**config.mk**
```make
export PLATFORM = sky130hd
export DESIGN_NAME = mole_controller
export DESIGN_NICKNAME = d
export VERILOG_FILES = /design/src/rtl/mole_controller.sv
export SDC_FILE = /design/constraint.sdc
export NUM_CORES = 1
export LEC_CHECK = 0
export BUFFER_PORTS_ARGS = -buffer_cell sky130_fd_sc_hd__buf_2
export CORE_ASPECT_RATIO = 0.9
export CORE_MARGIN = 8
export CORE_UTILIZATION = 45
export CTS_CLUSTER_SIZE = 24
export DETAILED_ROUTE_END_ITERATION = 7
export GPL_TIMING_DRIVEN = 0
export MAX_ROUTING_LAYER = met4
export SLEW_MARGIN = 10
export SYNTH_ARGS = -nofsm -noshare
export SYNTH_HDL_FRONTEND = slang
export SYNTH_SLANG_ARGS = --single-unit
export TNS_END_PERCENT = 30
```
**constraint.sdc**
```tcl
create_clock -name clk -period 4.2 [get_ports clk]
set_input_delay 0.42 -clock clk [delete_from_list [all_inputs] [get_ports clk]]
set_output_delay 0.42 -clock clk [all_outputs]
set_load 0.005 [all_outputs]
```
**src/rtl/mole_controller.sv**
```systemverilog
// Mole generation and hit detection.
// Lights one pseudo-random mole per window and reports hit/timeout/miss.
module mole_controller #(
    parameter int NUM_MOLES   = 8,
    parameter int CLK_FREQ_HZ = 100_000_000,
    parameter int GAP_MS      = 300
) (
    input  logic                         clk,
    input  logic                         rst_n,
    input  logic                         enable,
    input  logic [1:0]                   difficulty_level,
    input  logic [NUM_MOLES-1:0]         btn_mole,
    output logic [NUM_MOLES-1:0]         mole_leds,
    output logic [$clog2(NUM_MOLES)-1:0] active_idx,
    output logic                         hit_pulse,
    output logic                         timeout_pulse,
    output logic                         miss_pulse
);

    localparam int IDX_W  = $clog2(NUM_MOLES);
    localparam int TPM    = CLK_FREQ_HZ / 1000;
    localparam int PRE_W  = $clog2(TPM + 1);
    localparam int MS_MAX = (GAP_MS > 1500) ? GAP_MS : 1500;
    localparam int MS_W   = $clog2(MS_MAX + 1);

    typedef enum logic [1:0] {
        S_IDLE,
        S_GAP,
        S_SHOW
    } state_t;

    state_t state_q, state_d;

    logic [PRE_W-1:0]     pre_q;
    logic [MS_W-1:0]      ms_q;
    logic [MS_W-1:0]      win_q;
    logic [MS_W-1:0]      win_d;
    logic [15:0]          lfsr_q;
    logic [NUM_MOLES-1:0] btn_prev;
    logic [NUM_MOLES-1:0] btn_rise;
    logic [NUM_MOLES-1:0] target;
    logic [IDX_W-1:0]     pick;
    logic [IDX_W-1:0]     next_idx;
    logic [IDX_W-1:0]     show_idx;
    logic                 ms_tick;
    logic                 gap_done;
    logic                 win_done;
    logic                 hit_d;
    logic                 timeout_d;
    logic                 miss_d;
    logic                 load;

    assign ms_tick  = (pre_q == PRE_W'(TPM - 1));
    assign gap_done = ms_tick && (ms_q == MS_W'(GAP_MS - 1));
    assign win_done = ms_tick && (ms_q == win_q - MS_W'(1));
    assign btn_rise = btn_mole & ~btn_prev;
    assign target   = NUM_MOLES'(1) << active_idx;

    // New mole index avoids repeating the previous position.
    assign pick     = lfsr_q[IDX_W-1:0];
    assign next_idx = (pick == active_idx) ? pick + IDX_W'(1) : pick;
    assign show_idx = load ? next_idx : active_idx;

    // Window length sampled at SHOW entry.
    always_comb begin
        win_d = MS_W'(600);
        unique case (difficulty_level)
            2'b00:   win_d = MS_W'(1500);
            2'b01:   win_d = MS_W'(1000);
            default: win_d = MS_W'(600);
        endcase
    end

    // Next-state and strobe decode; hit outranks expiry and misses.
    always_comb begin
        state_d   = state_q;
        hit_d     = 1'b0;
        timeout_d = 1'b0;
        miss_d    = 1'b0;
        load      = 1'b0;
        if (!enable) begin
            state_d = S_IDLE;
        end else begin
            unique case (state_q)
                S_IDLE: state_d = S_GAP;
                S_GAP: begin
                    if (gap_done) begin
                        state_d = S_SHOW;
                        load    = 1'b1;
                    end
                end
                S_SHOW: begin
                    if (|(btn_rise & target)) begin
                        hit_d   = 1'b1;
                        state_d = S_GAP;
                    end else if (win_done) begin
                        timeout_d = 1'b1;
                        state_d   = S_GAP;
                    end else if (|(btn_rise & ~target)) begin
                        miss_d = 1'b1;
                    end
                end
                default: state_d = S_IDLE;
            endcase
        end
    end

    // State, timers, LFSR and registered outputs.
    always_ff @(posedge clk or negedge rst_n) begin
        if (!rst_n) begin
            state_q       <= S_IDLE;
            pre_q         <= '0;
            ms_q          <= '0;
            win_q         <= '0;
            lfsr_q        <= 16'hACE1;
            btn_prev      <= '0;
            active_idx    <= '0;
            mole_leds     <= '0;
            hit_pulse     <= 1'b0;
            timeout_pulse <= 1'b0;
            miss_pulse    <= 1'b0;
        end else begin
            state_q  <= state_d;
            btn_prev <= btn_mole;
            lfsr_q   <= {lfsr_q[0] ^ lfsr_q[2] ^ lfsr_q[3] ^ lfsr_q[5],
                         lfsr_q[15:1]};
            if (state_d != state_q || state_q == S_IDLE) begin
                pre_q <= '0;
                ms_q  <= '0;
            end else if (ms_tick) begin
                pre_q <= '0;
                ms_q  <= ms_q + MS_W'(1);
            end else begin
                pre_q <= pre_q + PRE_W'(1);
            end
            if (load) begin
                active_idx <= next_idx;
                win_q      <= win_d;
            end
            mole_leds     <= (state_d == S_SHOW) ?
                             (NUM_MOLES'(1) << show_idx) : '0;
            hit_pulse     <= hit_d;
            timeout_pulse <= timeout_d;
            miss_pulse    <= miss_d;
        end
    end

endmodule

```
# Word level (Yosys, flattened, before mapping)
# Index checks and enable logic that the tools add are counted.
# op_classes
n_addsub	4
n_eq_ne	9
n_shift	2
n_mux	28
bitwise_logic	8
n_reduce_logical	8
# op_table
cell	n
$mux 17	2
$and 8x8->8	3
$mux 11	2
$pmux 11 s2	1
$add 17x1->17 const B	1
$eq 17x17->1 const B	1
$not 8->8	2
$reduce_or 8->1	2
$shl 1x3->8 const A	2
$mux 1	15
$add 11x1->11 const B	1
$eq 11x11->1	1
$eq 11x9->1 const B	1
$sub 11x1->11 const B	1
$mux 2	4
$mux 8	1
$mux 3	2
$pmux 2 s3	1
$eq 2x1->1 const B	2
$eq 2x2->1 const B	2
$logic_not 2->1	2
$add 3x1->3 const B	1
$eq 3x3->1	1
$xor 1x1->1	3
other kinds (4)	5
# word_totals
register_bits	79
inputBits	13
out_inout_bits	14
elab_cells	70

# Depth between registers and ports, before layout
# logic_depth
depth_word	10
mapped_depth	9
depth_no_buf	8

# Worst setup path before layout
# OpenSTA, ideal clock, no wires.
# synth_timing
path_kind	reg-to-reg
startpoint	reg win_q[6]
endpoint	reg ms_q[9]
setup_time_ns	0.119
arrival_ns	2.421
required_time_ns	4.081
path_slack_ns	1.661
stages_incl_launch_ff	10
n_path_buf	1
period_less_slack_ns	2.539
path_cell_list	dfrtp_1 > inv_1 > ha_1 > or4b_4 > or4b_1 > o22ai_2 > nor3_2 > nor3_4 > buf_6 > nor2_1
# synth_via
elab_chain_len	10
word_cells_on_any_way	11
classes_between	add/sub: 1; eq/ne: 2; mux: 5; reduce/logical: 3
# synth_lines
element	line_no	rtl
start: declaration	36	logic [MS_W-1:0] win_q;
start signal: assignment	138	win_q <= win_d;
$sub 11x1->11 (*)	55	assign win_done = ms_tick && (ms_q == win_q - MS_W'(1));
$eq 11x11->1 (*)	55	
$logic_and 1x1->1 (*)	55	
$mux 2 (*)	96	end else if (win_done) begin
$mux 2 (*)	93	if (|(btn_rise & target)) begin
$pmux 2 s3 (*)	84	unique case (state_q)
$mux 2 (*)	81	if (!enable) begin
$ne 2x2->1 (*)	127	if (state_d != state_q || state_q == S_IDLE) begin
$logic_or 1x1->1 (*)	127	
$mux 11 / $reduce_bool 2->1 (equally long branches)	--	
end signal: assignment	132	ms_q <= ms_q + MS_W'(1);
end: declaration	35	logic [MS_W-1:0] ms_q;
# Mark *: on every way between the ends. The rest lies on a longest branch, timed or not.
# A chain may end at the register's enable or synchronous reset.

# Final worst setup path
# layout_timing
startpoint	reg win_q[6]
endpoint	reg pre_q[14]
# layout_via
elab_chain_len	10
# layout_lines
element	line_no	rtl
$sub 11x1->11	55	
$eq 11x11->1	55	
$logic_and 1x1->1	55	
$mux 2	96	
$mux 2	93	
$pmux 2 s3	84	
$mux 2	81	
$ne 2x2->1	127	
$logic_or 1x1->1	127	
$mux 17	127	
end signal: assignment	134	pre_q <= pre_q + PRE_W'(1);
end: declaration	34	logic [PRE_W-1:0] pre_q;
# No other way between the ends.

==> metrics.cfg <==
[worst_setup_path]
start_kind=flip-flop
worstSetupEndpointType=flip-flop
rrSetupSlack_ns=1.33
path_max_fanout=10
required_ns=4.44
crit_arrival_ns=3.12
worstSetupPathType=flip-flop to flip-flop

[pwr]
p_leak_nw=1.83
power.switching_w=0.000302
ir_worst_vdd_mv=0.163
power_frac_seq_pct=54.9
power_frac_comb_pct=3.4
p_sw_share_pct=23.0
p_per_area_mw_per_mm2=330
internal_power_w=0.00101
clkPwrFrac_pct=41.7

[clock_network]
cts_hold_buf=0
cts_root_buffer=clkbuf_8
clock_path_buffers=2
path_clk_slew_ns=0.08
htree_levels=3
clock_latency_ns=0.35
tritoncts=yes
ctsResizeCount=0
clkSinkCount=74
postCtsSetupRepairBufs=0
numCtsBuffers=9

[final_layout]
antenna_cells=0
fin_area_mm2=0.00397
layout-drive-gt1-share_pct=19.5
finalNetCount=376
area_growth_syn_to_layout_pct=13.3

[timing]
finalSetupTns_ns=0
relSlewSlack_pct=53.0
skew_ns=0.00534
tightest_slew_ns=0.704
max_clock_freq_ghz=0.348
hold_viol=0
drv_slew=0
rsz0062_at_grt=no
fin_crit_sh_pct=68.4
layout_min_cycle_time_ns=2.87
whs_ns=0.0131
setup_viol=0

[detailed_routing]
ant_nets=0
first_pass_iters=4
drc=0
viasPerCell=5.33
post_drt_wl_per_cell_um=14.7
vias=2454
drt_iter0_drc=65
finalWirelength_um=6740

[yosys]
synth.cell_area_mm2=0.00350
yosysUniqueCellTypes=61
synthCells=321
syn_area_per_cell_um2=10.9
synth.most_common_cell=dfrtp_1
synth_nets=338
synth_edf_count=0
synth_seq_area_share_pct=53.1
yosys_warnings=0
synth_top_flop_cell=dfrtp_1
synthArstFlopShare_pct=100
synthTopCellsByCount=66 x dfrtp_1, 48 x nor2_1, 22 x xor2_1
ys_seq_elements=74
synth_area_leaders=dfrtp_1 47%, dfstp_2 6.0%, xor2_1 5.5%
synth_top_cell_by_area=dfrtp_1
synth_top_area_share_pct=47.1

[floorplan]
die_area_mm2=0.0109
io_pins=27
initial_core_util_pct=46.5
core_area_mm2=0.00754
rows=30
die_h_um=99.7
die_w_um=109

[global_route]
antenna_found_initial=0
grt-ovfl-total=0
grt_pass1_wl_um=11800
grt_pass1_vias=2516
grt.total_usage_pct=14.0
grt_max_degree=39

[hold_path]
hold_path_class=input pin to async pin

[placement]
dpl_cell_area_mm2=0.00378
gp_congestion=0.788
port_buffers=26
hpwl_um=4820

[job]
cap_violations=0

[run_status]
run_status=finished, final reports clean

-- cell families (layout without fill, tap and decap cells) --
group / count (synthesis) / after routing / share of synthesized area [%]
buffers and inverters: 18 / 61 / 2.28
muxes: 9 / 9 / 3.03
and+or+nand+nor: 142 / 142 / 23.0
AOI/OAI and AO/OA: 34 / 34 / 6.68
DFF: 74 / 74 / 53.1
adders and majority gates: 4 / 4 / 1.43
xor gates and xnor gates: 40 / 40 / 10.5
-- placed cells by master (no fill, tap or decap), types with 3 or more instances in the layout --
| cell type | count |
|---|---|
| a21oi_1 | 8 |
| a22oi_1 | 3 |
| a31oi_1 | 6 |
| and3_1 | 4 |
| and4_1 | 4 |
| buf_2 | 26 |
| clkbuf_1 | 4 |
| clkbuf_8 | 9 |
| dfrtp_1 | 66 |
| dfstp_2 | 8 |
| ha_1 | 4 |
| inv_1 | 12 |
| mux2_2 | 3 |
| mux2i_1 | 5 |
| nand2_1 | 18 |
| nand2b_1 | 10 |
| nand3_1 | 10 |
| nand4_1 | 8 |
| nor2_1 | 48 |
| nor2b_1 | 4 |
| nor3_1 | 3 |
| nor4b_1 | 5 |
| nor4bb_1 | 5 |
| o21ai_0 | 3 |
| xnor2_1 | 17 |
| xor2_1 | 22 |
-- registers in the layout (all words and copies together) (netlist names) --
register and flops:
hit_pulse 1, btn_prev 8, win_q 6, state_q 2, active_idx 3, timeout_pulse 1
ms_q 11, miss_pulse 1, mole_leds 8, pre_q 17, lfsr_q 16
-- power groups by stage --
stage               Sequential [W]  Combinational (W)  Clock (W)
CTS                       0.000720          0.0000462   0.000566
floorplan                 0.000733          0.0000172          0
detailed placement        0.000734          0.0000464          0
global placement          0.000733          0.0000431          0
finish                    0.000720          0.0000445   0.000547
global route              0.000721          0.0000516   0.000595
-- through the flow --
stage / setup slack (ns) / total power [W] / cells / util (%)
finish: 1.33 / 0.00131 / 460 / 52.6
global route: 1.01 / 0.00137 / 460 / 52.6
CTS: 1.29 / 0.00133 / 460 / 52.6
floorplan: 1.66 / 0.000750 / 321 / -
detailed placement: 1.28 / 0.000780 / 444 / 50.1
global placement: 1.36 / 0.000777 / 443 / 49.8
-- routing by layer --
metal | global-route usage [%] | part of all wire [%]
met1 | 18.2 | 49
met2 | 20.3 | 44
met3 | 3.56 | 4.7
met4 | 5.99 | 1.9
met5 | - | 0
-- worst paths after layout --
check	start	endpoint	depth (start not counted)
min in group clk	btn_mole[3]	btn_prev[3]$_DFF_PN0_	1
max in group asynchronous	rst_n	pre_q[14]$_DFF_PN0_	2
worst max-delay path	win_q[6]$_DFFE_PN0P_	pre_q[14]$_DFF_PN0_	9
worst min-delay path	rst_n	btn_prev[3]$_DFF_PN0_	1
worst min register to register	lfsr_q[9]$_DFF_PN0_	lfsr_q[8]$_DFF_PN0_	0
worst max register to register	win_q[6]$_DFFE_PN0P_	pre_q[14]$_DFF_PN0_	9
-- cell type report --
| type | count | area (um^2) |
|---|---|---|
| plain buffers | 6 | 35.0 |
| clock buffers | 10 | 128 |
| clock inverters | 6 | 66.3 |
| fillers | 670 | 3570 |
| inverters | 12 | 45.0 |
| multi-input cells | 229 | 1560 |
| flip-flops and latches | 74 | 1860 |
| well taps | 96 | 120 |
| repair buffers | 27 | 153 |
-- critical path, stage by stage, from the launching register on --
cell and delay (ns):
dfrtp_1 0.44, inv_1 0.13, ha_1 0.20, or4b_4 0.49, or4b_1 0.50, o22ai_2 0.20
nor3_2 0.10, nor3_4 0.44, buf_6 0.21, nor2_1 0.05
No activity file was read; power rests on OpenSTA's default activity.
